## src/rtl/branch_ctrl.sv

```systemverilog
// Branch control for the PC: decodes the branch op, owns the condition flag,
// the jump-target LUT and a circular return-address stack for CALL/RET.
module branch_ctrl #(
    parameter int D         = 12,
    parameter int LUT_AW    = 4,
    parameter int RAS_DEPTH = 4
) (
    input  logic              clk,
    input  logic              reset,
    input  logic [2:0]        op,
    input  logic [LUT_AW-1:0] lut_idx,
    input  logic [D-1:0]      prog_ctr,
    input  logic              flag_we,
    input  logic              flag_in,
    input  logic              lut_we,
    input  logic [LUT_AW-1:0] lut_waddr,
    input  logic [D-1:0]      lut_wdata,
    output logic [2:0]        branch,
    output logic              jcnd,
    output logic [D-1:0]      target,
    output logic              taken,
    output logic              ras_overflow,
    output logic              ras_underflow
);

    localparam int RAS_AW = $clog2(RAS_DEPTH);
    localparam int LUT_N  = 2 ** LUT_AW;
    localparam logic [RAS_AW:0]   RAS_FULL = (RAS_AW + 1)'(RAS_DEPTH);
    localparam logic [RAS_AW-1:0] PTR_ONE  = RAS_AW'(1);
    localparam logic [RAS_AW:0]   CNT_ONE  = (RAS_AW + 1)'(1);
    localparam logic [D-1:0]      PC_ONE   = D'(1);

    typedef enum logic [2:0] {
        OP_NONE = 3'b000,
        OP_BT   = 3'b001,
        OP_BF   = 3'b010,
        OP_JMP  = 3'b011,
        OP_CALL = 3'b100,
        OP_RET  = 3'b101
    } op_e;

    localparam logic [2:0] BR_INC  = 3'b000;
    localparam logic [2:0] BR_JT   = 3'b001;
    localparam logic [2:0] BR_JF   = 3'b010;
    localparam logic [2:0] BR_JMP  = 3'b011;

    logic              flag;
    logic [D-1:0]      lut [LUT_N];
    logic [D-1:0]      ras [RAS_DEPTH];
    logic [RAS_AW-1:0] ras_ptr;   // next slot to push into
    logic [RAS_AW:0]   ras_cnt;
    logic              ras_empty;
    logic              ras_full;
    logic [D-1:0]      ras_top;
    logic [D-1:0]      lut_rd;

    assign ras_empty = (ras_cnt == '0);
    assign ras_full  = (ras_cnt == RAS_FULL);
    assign ras_top   = ras[ras_ptr - PTR_ONE];
    assign lut_rd    = lut[lut_idx];
    assign jcnd      = flag;

    // NOTE: every output gets a default before the case so no latch is inferred.
    always_comb begin
        branch = BR_INC;
        target = '0;
        taken  = 1'b0;
        if (!reset) begin
            case (op)
                OP_BT: begin
                    branch = BR_JT;
                    target = lut_rd;
                    taken  = flag;
                end
                OP_BF: begin
                    branch = BR_JF;
                    target = lut_rd;
                    taken  = !flag;
                end
                OP_JMP, OP_CALL: begin
                    branch = BR_JMP;
                    target = lut_rd;
                    taken  = 1'b1;
                end
                OP_RET: begin
                    if (!ras_empty) begin
                        branch = BR_JMP;
                        target = ras_top;
                        taken  = 1'b1;
                    end
                end
                default: ;
            endcase
        end
    end

    // NOTE: the LUT is reset entry by entry because software may jump through
    // an entry it never wrote; RAS storage is not, since ras_cnt gates every read.
    always_ff @(posedge clk) begin
        if (reset) begin
            flag          <= 1'b0;
            ras_ptr       <= '0;
            ras_cnt       <= '0;
            ras_overflow  <= 1'b0;
            ras_underflow <= 1'b0;
            for (int i = 0; i < LUT_N; i++) lut[i] <= '0;
        end else begin
            if (flag_we) flag <= flag_in;
            if (lut_we) lut[lut_waddr] <= lut_wdata;
            if (op == OP_CALL) begin
                ras_ptr <= ras_ptr + PTR_ONE;
                if (ras_full) ras_overflow <= 1'b1;
                else          ras_cnt      <= ras_cnt + CNT_ONE;
            end else if (op == OP_RET) begin
                if (ras_empty) begin
                    ras_underflow <= 1'b1;
                end else begin
                    ras_ptr <= ras_ptr - PTR_ONE;
                    ras_cnt <= ras_cnt - CNT_ONE;
                end
            end
        end
    end

    // A push when full lands on the oldest slot, which is exactly ras_ptr.
    always_ff @(posedge clk) begin
        if (!reset && op == OP_CALL) ras[ras_ptr] <= prog_ctr + PC_ONE;
    end

endmodule
```

## config.mk

```make
export PLATFORM = sky130hd
export DESIGN_NAME = branch_ctrl
export DESIGN_NICKNAME = d
export VERILOG_FILES = /design/src/rtl/branch_ctrl.sv
export SDC_FILE = /design/constraint.sdc
export NUM_CORES = 1
export LEC_CHECK = 0
export ABC_AREA = 1
export CAP_MARGIN = 0
export CORE_MARGIN = 4
export CORE_UTILIZATION = 35
export CTS_BUF_LIST = sky130_fd_sc_hd__clkbuf_4
export DETAILED_ROUTE_END_ITERATION = 10
export PLACE_DENSITY = 0.59
export SETUP_SLACK_MARGIN = 0.1
export SYNTH_ARGS = -nofsm -noshare
export SYNTH_HDL_FRONTEND = slang
export SYNTH_SLANG_ARGS = --single-unit
```

## constraint.sdc

```tcl
create_clock -name clk -period 2.29 [get_ports clk]
set_clock_uncertainty 0.05 [all_clocks]
set_input_delay 0.458 -clock clk [delete_from_list [all_inputs] [get_ports clk]]
set_output_delay 0.458 -clock clk [all_outputs]
set_load 0.01 [all_outputs]
```

-- Word-level counts from Yosys, hierarchy flattened
Memory sizes are Yosys's and may differ from the RTL's.
Index checks and enable logic that the tools add are counted.
- bitwise logic cells: 1
- $add $sub $neg: 5
- eq/ne operators: 8
- reduce and logical (&&, ||, !) cells: 12
- muxes and demuxes: 26
- operators with widths (kind ; count):
    12-bit 2-to-1 mux ; 3
    12-bit case mux with 2 select lines ; 1
    12-bit by 1-bit adder with 12-bit output, second input constant ; 1
    3-bit 2-to-1 mux ; 4
    12-bit OR reduction ; 1
    1-bit 2-to-1 mux ; 10
    2-bit 2-to-1 mux ; 5
    3-bit == test, second input constant ; 3
    2-bit case mux with 4 select lines ; 1
    3-bit by 2-bit == test with 1-bit output, second input constant ; 2
    3-bit AND reduction ; 2
    4-bit 2-to-1 mux ; 1
    1-bit case mux with 4 select lines ; 1
    2-bit AND reduction ; 2
    4-bit OR reduction ; 1
    3-bit by 1-bit adder with 3-bit output, second input constant ; 1
    3-bit by 1-bit == test with 1-bit output, second input constant ; 1
    3-bit zero test ; 1
    3-bit by 1-bit subtractor with 3-bit output, second input constant ; 1
    2-bit by 1-bit adder with 2-bit output, second input constant ; 1
    1-bit zero test ; 2
    2-bit by 1-bit inequality test with 1-bit output, second input constant ; 1
    2-bit inequality test, second input constant ; 1
    2-bit nonzero test ; 1
    4 further kinds ; 4
- bits of input ports: 40
- logic and storage cells: 59
- memories kept: 2
- output and inout bits: 19
- register bits after elaboration: 8
- memory bits (writable): 240
- memory list (name ; words ; width ; read ports ; clocked after memory_dff ; wr ports ; RTL line ; text):
    lut ; 16 ; 12 ; 1 ; 0 ; 16 ; 48 ; logic [D-1:0] lut [LUT_N];
    ras ; 4 ; 12 ; 1 ; 0 ; 1 ; 49 ; logic [D-1:0] ras [RAS_DEPTH];

-- Depth between registers and ports, before layout
- depth after elaboration: 5
- depth in mapped cells: 11
- gate-level depth less buffers: 9

-- Worst setup path before layout
No wires, ideal clock.
- path type: register to output
- start point: reg ras_ptr[0]
- end point: out target[10]
- slack: -0.169 ns
- stages on the path, launching flop included: 11
- required time: 1.782 ns
- arrival time: 1.951 ns
- buffers on the path: 4
- path through: dfxtp_1 > buf_2 > inv_1 > buf_2 > ha_1 > clkbuf_2 > clkbuf_1 > o21ai_0 > o21ai_0 > nand2_1 > a21oi_1
- word-level cells in the longest chain between the ends: 5
- ends and longest elaborated chain (what ; RTL line ; text):
    from (decl) ; 50 ; logic [RAS_AW-1:0] ras_ptr;
    from (signal assigned) ; 111 ; ras_ptr <= ras_ptr + PTR_ONE;
    from (signal assigned) ; 118 ; ras_ptr <= ras_ptr - PTR_ONE;
    2-bit by 1-bit subtractor with 2-bit output ; 59 ; assign ras_top = ras[ras_ptr - PTR_ONE];
    memory read 4 x 12 bit ; -- ;
    12-bit 2-to-1 mux ; 86 ; if (!ras_empty) begin
    12-bit case mux with 2 select lines ; 69 ; case (op)
    12-bit 2-to-1 mux ; 68 ; if (!reset) begin
    to (decl) ; 20 ; output logic [D-1:0] target,
No other way between the ends.

-- Worst setup path after layout
- start point: reg ras_ptr[0]
- end point: out target[7]
Same word-level chain as after synthesis.

==> flow_summary.toml <==
[synth]
synthCells = 1150
ys_seq_elements = 248
yosysTopAreaCellShare_pct = 62.6
synth_area_leaders = "edfxtp_1, nand3_1, nand2_1"
syn_avg_cell_area_um2 = 10.0
syn_nets = 1196
yosysTopAreaCell = "edfxtp_1"
ys_dominant_reg_cell = "edfxtp_1"
synth_area_um2 = 11500
synth_edf_count = 240
synth_warnings = 0
yosysSeqAreaShare_pct = 64.0
ys_types = 31
synthArstFlopShare_pct = 0

[global_route]
grt_max_degree = 48
grt_pass1_vias = 9156
grt_antenna_before_repair = 2
gr-total-overflow = 0
grt_usage_pct = 18.4
grt_first_pass_wirelength_um = 51000

[clock_network]
root_buffer = "clkbuf_4"
tritoncts = "done"
clkSinkCount = 248
clock_latency_ps = 660
numCtsBuffers = 68
postCtsHoldBufs = 0
cts_buffer_depth = 3
clkTransAtPathRegs_ps = 60
ctsHtreeMaxLevel = 3

[timing]
fin_crit_sh_pct = 118
setup_viol = 13
slew_viol_final = 0
rsz0062_at_grt = "yes"
fin_crit_ps = 2700
layout_setup_ws_ps = -412
hold_viol_final = 0
max_freq_mhz = 370

[die]
ioPinCount = 59
die_w_um = 189
coreArea_um2 = 32500
num_rows = 66
start_util_pct = 35.4
die_y_um = 189
die_area_um2 = 35900

[worst_setup_path]
path_cells = "inv_2 -> ha_4 -> buf_8 -> buf_6 -> o21ai_0 -> o21ai_1 -> nand2_1 -> a21oi_2 -> buf_2"
cp_slowest_cell = "dfxtp_2"
crit_fanout = 6
endpoint_kind = "output port"
cp_data_arrival_time_ps = 2190
critPathMaxStageDelay_ps = 340
cp.required_ps = 1780
r2r_slack_ps = 570
start_kind = "flip-flop"
critPathKind = "reg2out"

[route]
wl_met3_um = 2280
antenna_left = 0
vias = 8958
met1Wirelength_um = 13800
drc_errors = 0
drt_wl_total_um = 32600
drt_first_pass_iters = 5
wl_met2_um = 15500
wl_per_cell_um = 17.9
vias_per_cell = 4.91
drt_iter0_drc = 788
highest_layer = "met4"

[power_and_ir_drop]
p_leak_nw = 5.77
cellPowerDensity_nw_per_um2 = 737
max-vdd-ir-drop_v = 0.000293

[cells_and_area]
syn2layout_area_growth_pct = 26.0
postLayoutCellArea_um2 = 14500
fin_cells = 1825
drive_gt1_share_pct = 24.4
nFillCells = 3119
nets = 1377

[placed_design]
dp_hpwl_um = 21700
gp_congestion = 0.848
dpl_cell_area_um2 = 13500
placed_cells = 1693
portBuffers = 57

[run_status]
violations = "negative setup slack"
status = "finished, violations left"

[hold_path]
hp-class = "in2reg"

[job]
drv_cap = 0
[path summary, 6_finish.rpt]
check	endpoint	startpoint	depth (start not counted)
max	target[7]	ras_ptr[0]	9
min	jcnd	flag_in	3
max reg2reg	ras_cnt[2]	ras_cnt[0]	11
min reg2reg	ras_overflow	ras_overflow	2
[layer usage]
metal  global-route usage, %  vias up
met2                    29.6      344
li1                        -     4283
met4                    7.68        0
met1                    24.0     4268
met5                       0        -
met3                    4.30       63
[per-stage QoR]
stage / setup WS, ps / setup TNS, ps / total power (W) / util (%) / hold slack, ps
floorplan: 119 / 0 / 0.00597 / - / 424
global placement: -656 / -10400 / 0.00656 / 41.4 / 387
detailed placement: -659 / -11070 / 0.00657 / 41.4 / 406
CTS: -458 / -4980 / 0.0107 / 44.2 / 245
global route: -558 / -6540 / 0.0112 / 44.6 / 266
finish: -412 / -4300 / 0.0107 / 44.6 / 299
[state kept, by name, summed over array words and instances (netlist names)]
signal         count
jcnd               1
ras_ptr            2
ras               48
ras_overflow       1
ras_underflow      1
lut              192
ras_cnt            3
[cell type report]
cell class / instances / area (um^2) / share of cell area, %
flip-flops and latches: 248 / 7370 / 50.8
multi-input cells: 777 / 3610 / 24.9
repair buffers: 194 / 1910 / 13.1
clock buffers: 107 / 803 / 5.54
well taps: 442 / 553 / 3.81
inverters: 42 / 164 / 1.13
clock inverters: 11 / 93.8 / 0.647
diodes: 4 / 10.0 / 0.0690
[cell families (layout without fill, tap and decap cells)]
group | after synthesis | after routing | share of synthesized area [%]
other | 1 | 5 | 0.0326
xor gates and xnor gates | 12 | 12 | 0.913
DFF | 248 | 248 | 64.0
and+or+nand+nor | 694 | 694 | 25.6
buffers and inverters | 125 | 354 | 5.89
AOI/OAI and AO/OA | 64 | 64 | 2.85
adders and majority gates | 6 | 6 | 0.717
[placed cells by master, fill, tap and decap left out, types with 4 or more instances in the layout]
| cell | instances |
|---|---|
| buf_4 | 102 |
| buf_12 | 27 |
| a21oi_2 | 12 |
| o21ai_2 | 8 |
| o21ai_1 | 16 |
| nand2_2 | 12 |
| nor2_2 | 19 |
| nand3_1 | 186 |
| o21ai_0 | 18 |
| nor3_2 | 5 |
| dfxtp_2 | 4 |
| a21oi_1 | 6 |
| inv_2 | 6 |
| ha_1 | 4 |
| diode_2 | 4 |
| clkdlybuf4s50_1 | 39 |
| clkbuf_4 | 107 |
| edfxtp_1 | 240 |
| xnor2_1 | 5 |
| buf_2 | 17 |
| clkinv_1 | 7 |
| nand2_1 | 235 |
| buf_6 | 5 |
| xor2_1 | 7 |
| nor2_1 | 228 |
| dfxtp_1 | 4 |
| inv_1 | 36 |
[repair_timing]
item	4_1_cts	5_1_grt
cloned	0	1
setup buffers	6	3
endpoints found under the hold margin	0	0
resized for setup	91	25
pin swaps	15	21
setup endpoints to repair	15	16
[critical path, delay by kind of cell (launching register included)]
family | cells | cell delay (ps)
buffers and inverters | 4 | 440
AO/OA/AOI/OAI | 3 | 370
flip-flops | 1 | 340
adder cells (fa/ha/maj) | 1 | 300
AND/OR/NAND/NOR | 1 | 80
[synthesized netlist by cell type (3+ instances only)]
| cell type | n |
|---|---|
| a21oi_1 | 18 |
| buf_1 | 4 |
| buf_2 | 32 |
| buf_4 | 7 |
| buf_6 | 18 |
| clkbuf_1 | 21 |
| dfxtp_1 | 8 |
| edfxtp_1 | 240 |
| ha_1 | 5 |
| inv_1 | 39 |
| nand2_1 | 235 |
| nand2_2 | 12 |
| nand3_1 | 186 |
| nor2_1 | 235 |
| nor2_2 | 15 |
| nor3_1 | 3 |
| nor3_2 | 5 |
| o21ai_0 | 38 |
| o21ai_1 | 4 |
| xnor2_1 | 5 |
| xor2_1 | 7 |
[power by group]
group	switching, W	leakage, nW	internal [W]
Clock	0.00181	0.540	0.00233
Combinational	0.000778	2.90	0.000524
Sequential	0.0000625	2.33	0.00519
Power figures use the tool's default switching activity.
